**src/rtl/lut_pkg.sv**
```systemverilog
// Shared widths, FSM state type and power-on table contents for the reverse LUT search.
package lut_pkg;

    localparam int N_ENTRIES = 64;
    localparam int IDX_W     = $clog2(N_ENTRIES);
    localparam int DATA_W    = 7;

    typedef enum logic [1:0] {
        IDLE,
        SCAN,
        RESP
    } lut_state_t;

    localparam logic [DATA_W-1:0] LUT_DEFAULT [N_ENTRIES] = '{
        0:       7'd15,
        2:       7'd18,
        5:       7'd19,
        default: 7'd0
    };

endpackage

```
**src/rtl/lut_reverse_search_if.sv**
```systemverilog
// Table-write, query and response signals of the reverse LUT search.
interface lut_reverse_search_if;
    import lut_pkg::*;

    logic              wr_en;
    logic [IDX_W-1:0]  wr_index;
    logic [DATA_W-1:0] wr_data;
    logic              q_valid;
    logic              q_ready;
    logic [DATA_W-1:0] q_target;
    logic              r_valid;
    logic              r_ready;
    logic [IDX_W-1:0]  r_index;
    logic              r_hit;

    modport master (
        output wr_en, wr_index, wr_data, q_valid, q_target, r_ready,
        input  q_ready, r_valid, r_index, r_hit
    );

    modport slave (
        input  wr_en, wr_index, wr_data, q_valid, q_target, r_ready,
        output q_ready, r_valid, r_index, r_hit
    );

endinterface

```
**src/rtl/lut_table.sv**
```systemverilog
// Writable copy of the index->value table: one write port, one combinational read port.
module lut_table
    import lut_pkg::*;
(
    input  logic              clk,
    input  logic              rst_n,
    input  logic              wr_en,
    input  logic [IDX_W-1:0]  wr_index,
    input  logic [DATA_W-1:0] wr_data,
    input  logic [IDX_W-1:0]  rd_index,
    output logic [DATA_W-1:0] rd_data
);

    logic [DATA_W-1:0] mem [N_ENTRIES];

    // NOTE: this is a reset register array, not a RAM macro; reset must reload LUT_DEFAULT.
    always_ff @(posedge clk or negedge rst_n) begin
        if (!rst_n) begin
            for (int i = 0; i < N_ENTRIES; i++) begin
                mem[i] <= LUT_DEFAULT[i];
            end
        end else if (wr_en) begin
            mem[wr_index] <= wr_data;
        end
    end

    assign rd_data = mem[rd_index];

endmodule

```
**src/rtl/lut_reverse_search.sv**
```systemverilog
// Reverse LUT search: sequential scan for the lowest index holding a target value.
// Optional one-entry result cache enabled by LUT_SEARCH_CACHE_EN.
module lut_reverse_search
    import lut_pkg::*;
(
    input  logic               clk,
    input  logic               rst_n,
    lut_reverse_search_if.slave bus
);

    localparam logic [IDX_W-1:0] LAST_IDX = IDX_W'(N_ENTRIES - 1);

    lut_state_t        state, state_d;
    logic [IDX_W-1:0]  ptr, ptr_d;
    logic [DATA_W-1:0] target, target_d;
    logic [IDX_W-1:0]  index, index_d;
    logic              hit, hit_d;
    logic [DATA_W-1:0] rd_data;
    logic              match;
    logic              scan_done;

    lut_table u_table (
        .clk      (clk),
        .rst_n    (rst_n),
        .wr_en    (bus.wr_en),
        .wr_index (bus.wr_index),
        .wr_data  (bus.wr_data),
        .rd_index (ptr),
        .rd_data  (rd_data)
    );

    // Read port sees the pre-write value, so a same-cycle write never affects this compare.
    assign match     = (rd_data == target);
    assign scan_done = (state == SCAN) && (match || ptr == LAST_IDX);

`ifdef LUT_SEARCH_CACHE_EN
    logic              cache_valid;
    logic [DATA_W-1:0] cache_target;
    logic [IDX_W-1:0]  cache_index;
    logic              cache_hit;

    always_ff @(posedge clk or negedge rst_n) begin
        if (!rst_n) begin
            cache_valid  <= 1'b0;
            cache_target <= '0;
            cache_index  <= '0;
            cache_hit    <= 1'b0;
        end else if (bus.wr_en) begin
            cache_valid <= 1'b0;
        end else if (scan_done) begin
            cache_valid  <= 1'b1;
            cache_target <= target;
            cache_index  <= index_d;
            cache_hit    <= hit_d;
        end
    end
`endif

    // NOTE: every always_comb output gets a default first so no path can infer a latch.
    always_comb begin
        state_d  = state;
        ptr_d    = ptr;
        target_d = target;
        index_d  = index;
        hit_d    = hit;
        unique case (state)
            IDLE: begin
                if (bus.q_valid) begin
                    target_d = bus.q_target;
                    ptr_d    = '0;
                    state_d  = SCAN;
`ifdef LUT_SEARCH_CACHE_EN
                    // A write this cycle may change the answer, so it bypasses the cache.
                    if (cache_valid && !bus.wr_en && cache_target == bus.q_target) begin
                        index_d = cache_index;
                        hit_d   = cache_hit;
                        state_d = RESP;
                    end
`endif
                end
            end
            SCAN: begin
                if (match) begin
                    index_d = ptr;
                    hit_d   = 1'b1;
                    state_d = RESP;
                end else if (ptr == LAST_IDX) begin
                    index_d = '0;
                    hit_d   = 1'b0;
                    state_d = RESP;
                end else begin
                    ptr_d = ptr + 1'b1;
                end
            end
            RESP: begin
                if (bus.r_ready) begin
                    state_d = IDLE;
                end
            end
            default: state_d = IDLE;
        endcase
    end

    // NOTE: sequential state uses non-blocking assignments so all registers update together.
    always_ff @(posedge clk or negedge rst_n) begin
        if (!rst_n) begin
            state  <= IDLE;
            ptr    <= '0;
            target <= '0;
            index  <= '0;
            hit    <= 1'b0;
        end else begin
            state  <= state_d;
            ptr    <= ptr_d;
            target <= target_d;
            index  <= index_d;
            hit    <= hit_d;
        end
    end

    assign bus.q_ready = (state == IDLE);
    assign bus.r_valid = (state == RESP);
    assign bus.r_index = index;
    assign bus.r_hit   = hit;

endmodule

```
**src/flat_wrapper.sv**
```systemverilog
// flat-port wrapper written by rule: the top's interface ports become plain ports
module lut_reverse_search_flat import lut_pkg::*;
  (clk, rst_n, bus_wr_en, bus_wr_index, bus_wr_data, bus_q_valid, bus_q_target, bus_r_ready, bus_q_ready, bus_r_valid, bus_r_index, bus_r_hit);
  lut_reverse_search_if bus_i ();
  input  logic clk;
  input  logic rst_n;
  input wire logic [$bits(bus_i.wr_en)-1:0] bus_wr_en;
  input wire logic [$bits(bus_i.wr_index)-1:0] bus_wr_index;
  input wire logic [$bits(bus_i.wr_data)-1:0] bus_wr_data;
  input wire logic [$bits(bus_i.q_valid)-1:0] bus_q_valid;
  input wire logic [$bits(bus_i.q_target)-1:0] bus_q_target;
  input wire logic [$bits(bus_i.r_ready)-1:0] bus_r_ready;
  output wire logic [$bits(bus_i.q_ready)-1:0] bus_q_ready;
  output wire logic [$bits(bus_i.r_valid)-1:0] bus_r_valid;
  output wire logic [$bits(bus_i.r_index)-1:0] bus_r_index;
  output wire logic [$bits(bus_i.r_hit)-1:0] bus_r_hit;
  assign bus_i.wr_en = bus_wr_en;
  assign bus_i.wr_index = bus_wr_index;
  assign bus_i.wr_data = bus_wr_data;
  assign bus_i.q_valid = bus_q_valid;
  assign bus_i.q_target = bus_q_target;
  assign bus_i.r_ready = bus_r_ready;
  assign bus_q_ready = bus_i.q_ready;
  assign bus_r_valid = bus_i.r_valid;
  assign bus_r_index = bus_i.r_index;
  assign bus_r_hit = bus_i.r_hit;
  lut_reverse_search u_core (.clk(clk), .rst_n(rst_n), .bus(bus_i));
endmodule
```
**config.mk**
```make
export PLATFORM = sky130hd
export DESIGN_NAME = lut_reverse_search_flat
export DESIGN_NICKNAME = d
export VERILOG_FILES = /design/src/rtl/lut_pkg.sv /design/src/rtl/lut_reverse_search_if.sv /design/src/rtl/lut_table.sv /design/src/rtl/lut_reverse_search.sv /design/src/flat_wrapper.sv
export SDC_FILE = /design/constraint.sdc
export NUM_CORES = 1
export LEC_CHECK = 0
export CAP_MARGIN = 5
export CORE_UTILIZATION = 45
export CTS_CLUSTER_SIZE = 20
export DETAILED_ROUTE_END_ITERATION = 12
export GPL_TIMING_DRIVEN = 0
export PLACE_DENSITY = 0.69
export SLEW_MARGIN = 15
export SYNTH_ARGS = -nofsm -noshare
export SYNTH_HDL_FRONTEND = slang
export SYNTH_SLANG_ARGS = --single-unit
export TNS_END_PERCENT = 5
```
**constraint.sdc**
```tcl
create_clock -name clk -period 9.05 [get_ports clk]
set_clock_uncertainty 0.2 [all_clocks]
set_input_delay 1.3575 -clock clk [delete_from_list [all_inputs] [get_ports clk]]
set_output_delay 1.3575 -clock clk [all_outputs]
set_load 0.02 [all_outputs]
```
Yosys cells after proc, flatten, opt, wreduce, memory -nomap -nowiden:

Cells that the tools add are included.

* memory bits (read-only): 0
* input port bits: 25
* RAM bits: 0
* bits in latches: 0
* bits in registers: 470
* word-level logic and storage cells: 111
* memories kept: 0

* divide/modulo/power cells: 0
* multiplexer cells: 19
* multiply operators: 0
* shift operators: 0
* $lt $le $gt $ge: 3
* bitwise logic cells: 2
* reduce and logical (&&, ||, !) cells: 8
* add/sub/neg operators: 1
* equal/unequal tests: 9

Operator list (number)
* 448-bit bitwise mux: 1
* 7-bit binary-select mux with 6-bit select: 1
* 7-bit demux with 6-bit select: 1
* 6-bit 2-to-1 mux: 5
* 7-bit 2-to-1 mux: 3
* 7-bit greater-or-equal comparator (second input constant): 2
* 6-bit NOT with 7-bit output: 2
* 6-bit case mux with 2 select lines: 1
* 2-bit 2-to-1 mux: 4
* 2-bit != test (second input constant): 4
* 7-bit == test: 1
* 7-bit by 1-bit less-than comparator with 1-bit output (second input constant): 1
* 6-bit by 1-bit adder with 6-bit output (second input constant): 1
* 6-bit == test (second input constant): 1
* 2-bit case mux with 3 select lines: 1
* 2-bit AND reduction: 2
* 4-bit AND reduction: 1
* 2-bit nonzero test: 2
* 3-bit by 2-bit != test with 1-bit output (second input constant): 1
* 3-bit AND reduction: 1
* 2-bit by 1-bit == test with 1-bit output (second input constant): 1
* 2-bit == test (second input constant): 1
* 2-bit logical NOT: 1
* 1-bit 2-to-1 mux: 2
* 1-bit logical AND: 1

Longest topological paths before layout:

* word-level depth: 7
* gate-level depth with buffers: 15
* depth with buffers taken out: 10

Cells and area by module:

A second synthesis with hierarchy kept.

* cell total of the unflattened synthesis: 1448
* area, all modules: 21803.4 sq um

Modules (own cells, without submodules)
* lut_table: sequential area each 11222.0 sq um, instances 1, area each 20716.1 sq um, cells an instance 1345
* lut_reverse_search: sequential area each 550.5 sq um, instances 1, area each 1087.3 sq um, cells an instance 103

Worst setup path before layout:

No wires, ideal clock.

* kind: register -> register
* start: reg u_core.ptr[0]
* end: reg u_core.ptr[4]
* library setup time: 0.070 ns
* path buffers: 4
* cell stages (with the launch flop): 13
* data arrival time: 2.963 ns
* setup slack: 5.816 ns
* cell sequence: dfrtp_1 buf_6 buf_6 buf_6 mux4_2 mux4_2 o22ai_1 nor2_1 xnor2_1 and4_4 buf_6 or4_1 nand3_1

* word-level cells in the longest chain between the ends: 7

RTL lines
* start: declaration: line lut_reverse_search.sv:14 `logic [IDX_W-1:0] ptr, ptr_d;`
* start signal: assignment: line lut_reverse_search.sv:114 `ptr <= ptr_d;`
* 6-bit NOT with 7-bit output (implied by the code): line lut_table.sv:27 `assign rd_data = mem[rd_index];`
* 7-bit binary-select mux with 6-bit select: line lut_table.sv:27
* 7-bit 2-to-1 mux (implied by the code) (2 in a row): line lut_table.sv:27
* 7-bit == test: line lut_reverse_search.sv:33 `assign match = (rd_data == target);`
* 2-bit != test (no line)
* 4-bit AND reduction (no line)

Parallel ways exist; a longest one is shown, timed or not. The select of a mux whose other input is x is not followed.
A chain may end at the register's enable or synchronous reset.

Final worst setup path:

* start: reg u_core.ptr[2]
* end: reg u_core.ptr[2]

Same word-level chain as after synthesis.

==> flow_summary.json <==
{
  "min_period_ns": 4.65,
  "drv_slew": 0,
  "dp.cells": 2077,
  "die_w_um": 222,
  "worst_path_largest_cell_delay_ns": 0.80,
  "p_leak_nw": 11.1,
  "synth-xor-area-share_pct": 0.241,
  "crit_type": "flop to flop",
  "antenna_found_initial": 1,
  "holdPathEnd": "u_core.bus.r_hit",
  "antenna_cells": 0,
  "cts.sinks": 470,
  "firstDrtPassIters": 5,
  "arrival_ns": 4.93,
  "synth_fp_nets": 1461,
  "slowest_stage": "clkbuf_1",
  "synth_top_cells_by_count": "461 x dfrtp_1, 455 x mux2_2, 111 x mux4_2, 65 x clkbuf_1, 62 x nor2_1",
  "die_h_um": 222,
  "rsz0062_at_grt": "false",
  "clk_pin_slew_worst_paths_ns": 0.06,
  "drive_above_1_share_pct": 45.3,
  "antenna_left": 0,
  "synth_mux_area_share_pct": 37.0,
  "drt_iter0_drc": 1237,
  "ys_seq_area_share_pct": 54.1,
  "min-delay-start": "u_core.bus.r_hit",
  "vdd_drop_max_v": 0.000162,
  "syn-instance-count": 1435,
  "reg2reg_depth": 11,
  "netlist.area_leader.share_pct": 53.0,
  "power_per_cell_area_nw_per_um2": 281,
  "synth-edff-count": 0,
  "synthDistinctLibCells": 55,
  "tightest_slew_ns": 1.08,
  "synth_top_family_by_area": "multiplexers",
  "endpoint_kind": "flop",
  "maxCapViolCount": 0,
  "ff2ff_setup_slack_ns": 4.40,
  "critPathLaunchType": "flop",
  "synth_area_um2": 21800,
  "drt-wirelength-per-cell_um": 27.1,
  "cp.required_ns": 9.32,
  "cts_buffer_depth": 3,
  "cts-buffers-inserted": 51,
  "synth_simple_gate_area_share_pct": 3.60,
  "cts-root-buf": "clkbuf_16",
  "synth_area_leaders": "dfrtp_1 53%, mux2_2 24%, mux4_2 11%",
  "ctsResizeCount": 0,
  "htreeDepth": 2,
  "fin_nets": 1541,
  "power_mw": 6.91,
  "cts_tree": "done",
  "cts_setup_buffers": 0,
  "postSynth.asyncResetShare_pct": 100,
  "setup_viol": 0,
  "synthFlopType": "dfrtp_1",
  "placed_area_um2": 22900,
  "grt_pass1_vias": 13600,
  "die_area_um2": 49300,
  "vias": 13100,
  "grt_overflow_total": 0,
  "gp_congestion": 0.943,
  "path_cells": "clkbuf_1 -> clkbuf_1 -> nand2_1 -> a311oi_1 -> nor2_1 -> o31a_1 -> nor3_1 -> and4_4 -> buf_6 -> o21ai_0 -> a311o_1",
  "cts_hold_buffers": 0,
  "hold_depth": 1,
  "synth.largest_area_cell": "dfrtp_1",
  "io-pin-count": 34,
  "final_area_um2": 24600,
  "io_buffers": 23,
  "path_common_cell": "clkbuf_1",
  "drc": 0,
  "via_per_inst": 6.06,
  "cp_top_family": "buffers and inverters",
  "dp_hpwl_um": 40300,
  "core_um2": 47700,
  "synthAdderAreaFrac_pct": 0.0575,
  "ys_seq_elements": 470,
  "critPathBufInv": 3,
  "rows": 80,
  "fin_crit_sh_pct": 51.4,
  "regToRegStartpoint": "u_core.ptr[2]",
  "max_slew_margin_pct": 27.9,
  "track_usage_pct": 24.6,
  "num-fill-cells": 3937,
  "drt_wl_total_um": 58800,
  "hold_path_class": "flop to flop",
  "grt_pass1_wl_um": 89500,
  "final_cells": 2168,
  "synthToLayoutAreaGrowth_pct": 13.1,
  "max_freq_ghz": 0.215,
  "cp_max_fo": 10,
  "hold_viol_final": 0,
  "avgSynthCellArea_um2": 15.2,
  "utilization_pct": 51.6,
  "status": "complete, no violations",
  "r2r_end": "u_core.ptr[2]",
  "yosysMostFrequentCell": "dfrtp_1",
  "synth_compound_area_share_pct": 2.29,
  "grt_start_max_net_pins": 108,
  "clkLatencyLatePin_ns": 0.61,
  "yosys_warnings": 0,
  "initial_core_util_pct": 45.6
}
worst register-to-register path, delay by kind of cell (launching register included):
family                 cells  cell delay [ns]
DFF                        1             0.46
and+or+nand+nor            4             0.86
AOI/OAI and AO/OA          4             1.41
buffers and inverters      3             1.60
layout make-up:
class | count | area, µm² | share of cell area [%]
clock buffer | 76 | 1580 | 6.43
tap | 615 | 769 | 3.12
sequential | 470 | 11800 | 47.8
clock inverter | 15 | 153 | 0.620
timing repair buffer | 27 | 345 | 1.40
buffer | 109 | 586 | 2.38
multi-input combinational | 853 | 9410 | 38.2
inverter | 3 | 11.3 | 0.0457
cells in the final DEF, fill, tap and decap left out, types with 3 or more instances in the layout:
cell             netlist  final
nand3b_1               3      3
clkbuf_8               0     17
and2_1                 7      7
clkbuf_16              0     53
o22ai_1                5      5
dfrtp_1              461    461
dfstp_2                9      9
a21oi_1               13     13
mux2_2               455    455
inv_1                  3      3
nand2b_1               6      6
buf_6                 18     18
buf_1                  9      9
buf_16                 0      4
or4_1                  3      3
a311oi_1               5      5
mux4_2               111    111
a221oi_1               5      5
a22o_1                 7      7
nor3_1                 6      6
mux2i_1               41     41
xor2_1                 3      3
clkbuf_1              65     71
nand2_1               48     48
buf_2                 11     11
clkinv_2               0      8
nor2_1                62     62
buf_4                  4      4
a21o_1                 3      3
a22oi_1               12     12
nor2b_1               10     10
xnor2_1                3      3
nand3_1               13     13
clkdlybuf4s50_1        0     22
cells by family after synthesis:
logic type | count (synthesis)
adders and majority gates | 1
AOI/OAI and AO/OA | 68
and+or+nand+nor | 170
DFF | 470
buffers and inverters | 112
xor gates and xnor gates | 6
muxes | 608
state kept, by name (all words and copies together) (netlist names):
register	count
u_core.bus.r_hit	1
u_core.target	7
u_core.ptr	6
u_core.bus.r_index	6
u_core.state	2
u_core.u_table.mem	448
worst max path at each step:
stage	from	end	slack (ns)	depth (start not counted)
floorplan	u_core.ptr[0]	u_core.ptr[4]	5.82	12
global placement	rst_n	u_core.u_table.mem[309]	-13.81	1
detailed placement	u_core.ptr[2]	u_core.ptr[5]	4.67	11
CTS	u_core.ptr[2]	u_core.ptr[5]	4.65	11
global route	u_core.ptr[2]	u_core.ptr[2]	4.36	11
finish	u_core.ptr[2]	u_core.ptr[2]	4.40	11
power by group:
part           switching, mW  internal, mW
clock network          0.867          1.26
registers              0.172          2.42
logic                   1.18          1.01
routing by layer:
layer  vias to the layer above  GRT usage (%)  wire length [µm]
met5                         -              0                 9
met4                         2           8.94              2130
met3                       121           4.53              4100
met2                       520           37.9             27100
met1                      7012           34.8             25500
li1                       5491              -                 -
stage by stage:
stage	hold WS, ns	setup TNS (ns)	worst slack, ns
final	0.281	0	4.40
after global routing	0.307	0	4.36
after CTS	0.285	0	4.65
after detailed placement	0.272	0	4.67
after global placement	0.265	-6421.29	-13.81
after floorplan	0.271	0	5.82
Power figures use the tool's default switching activity.
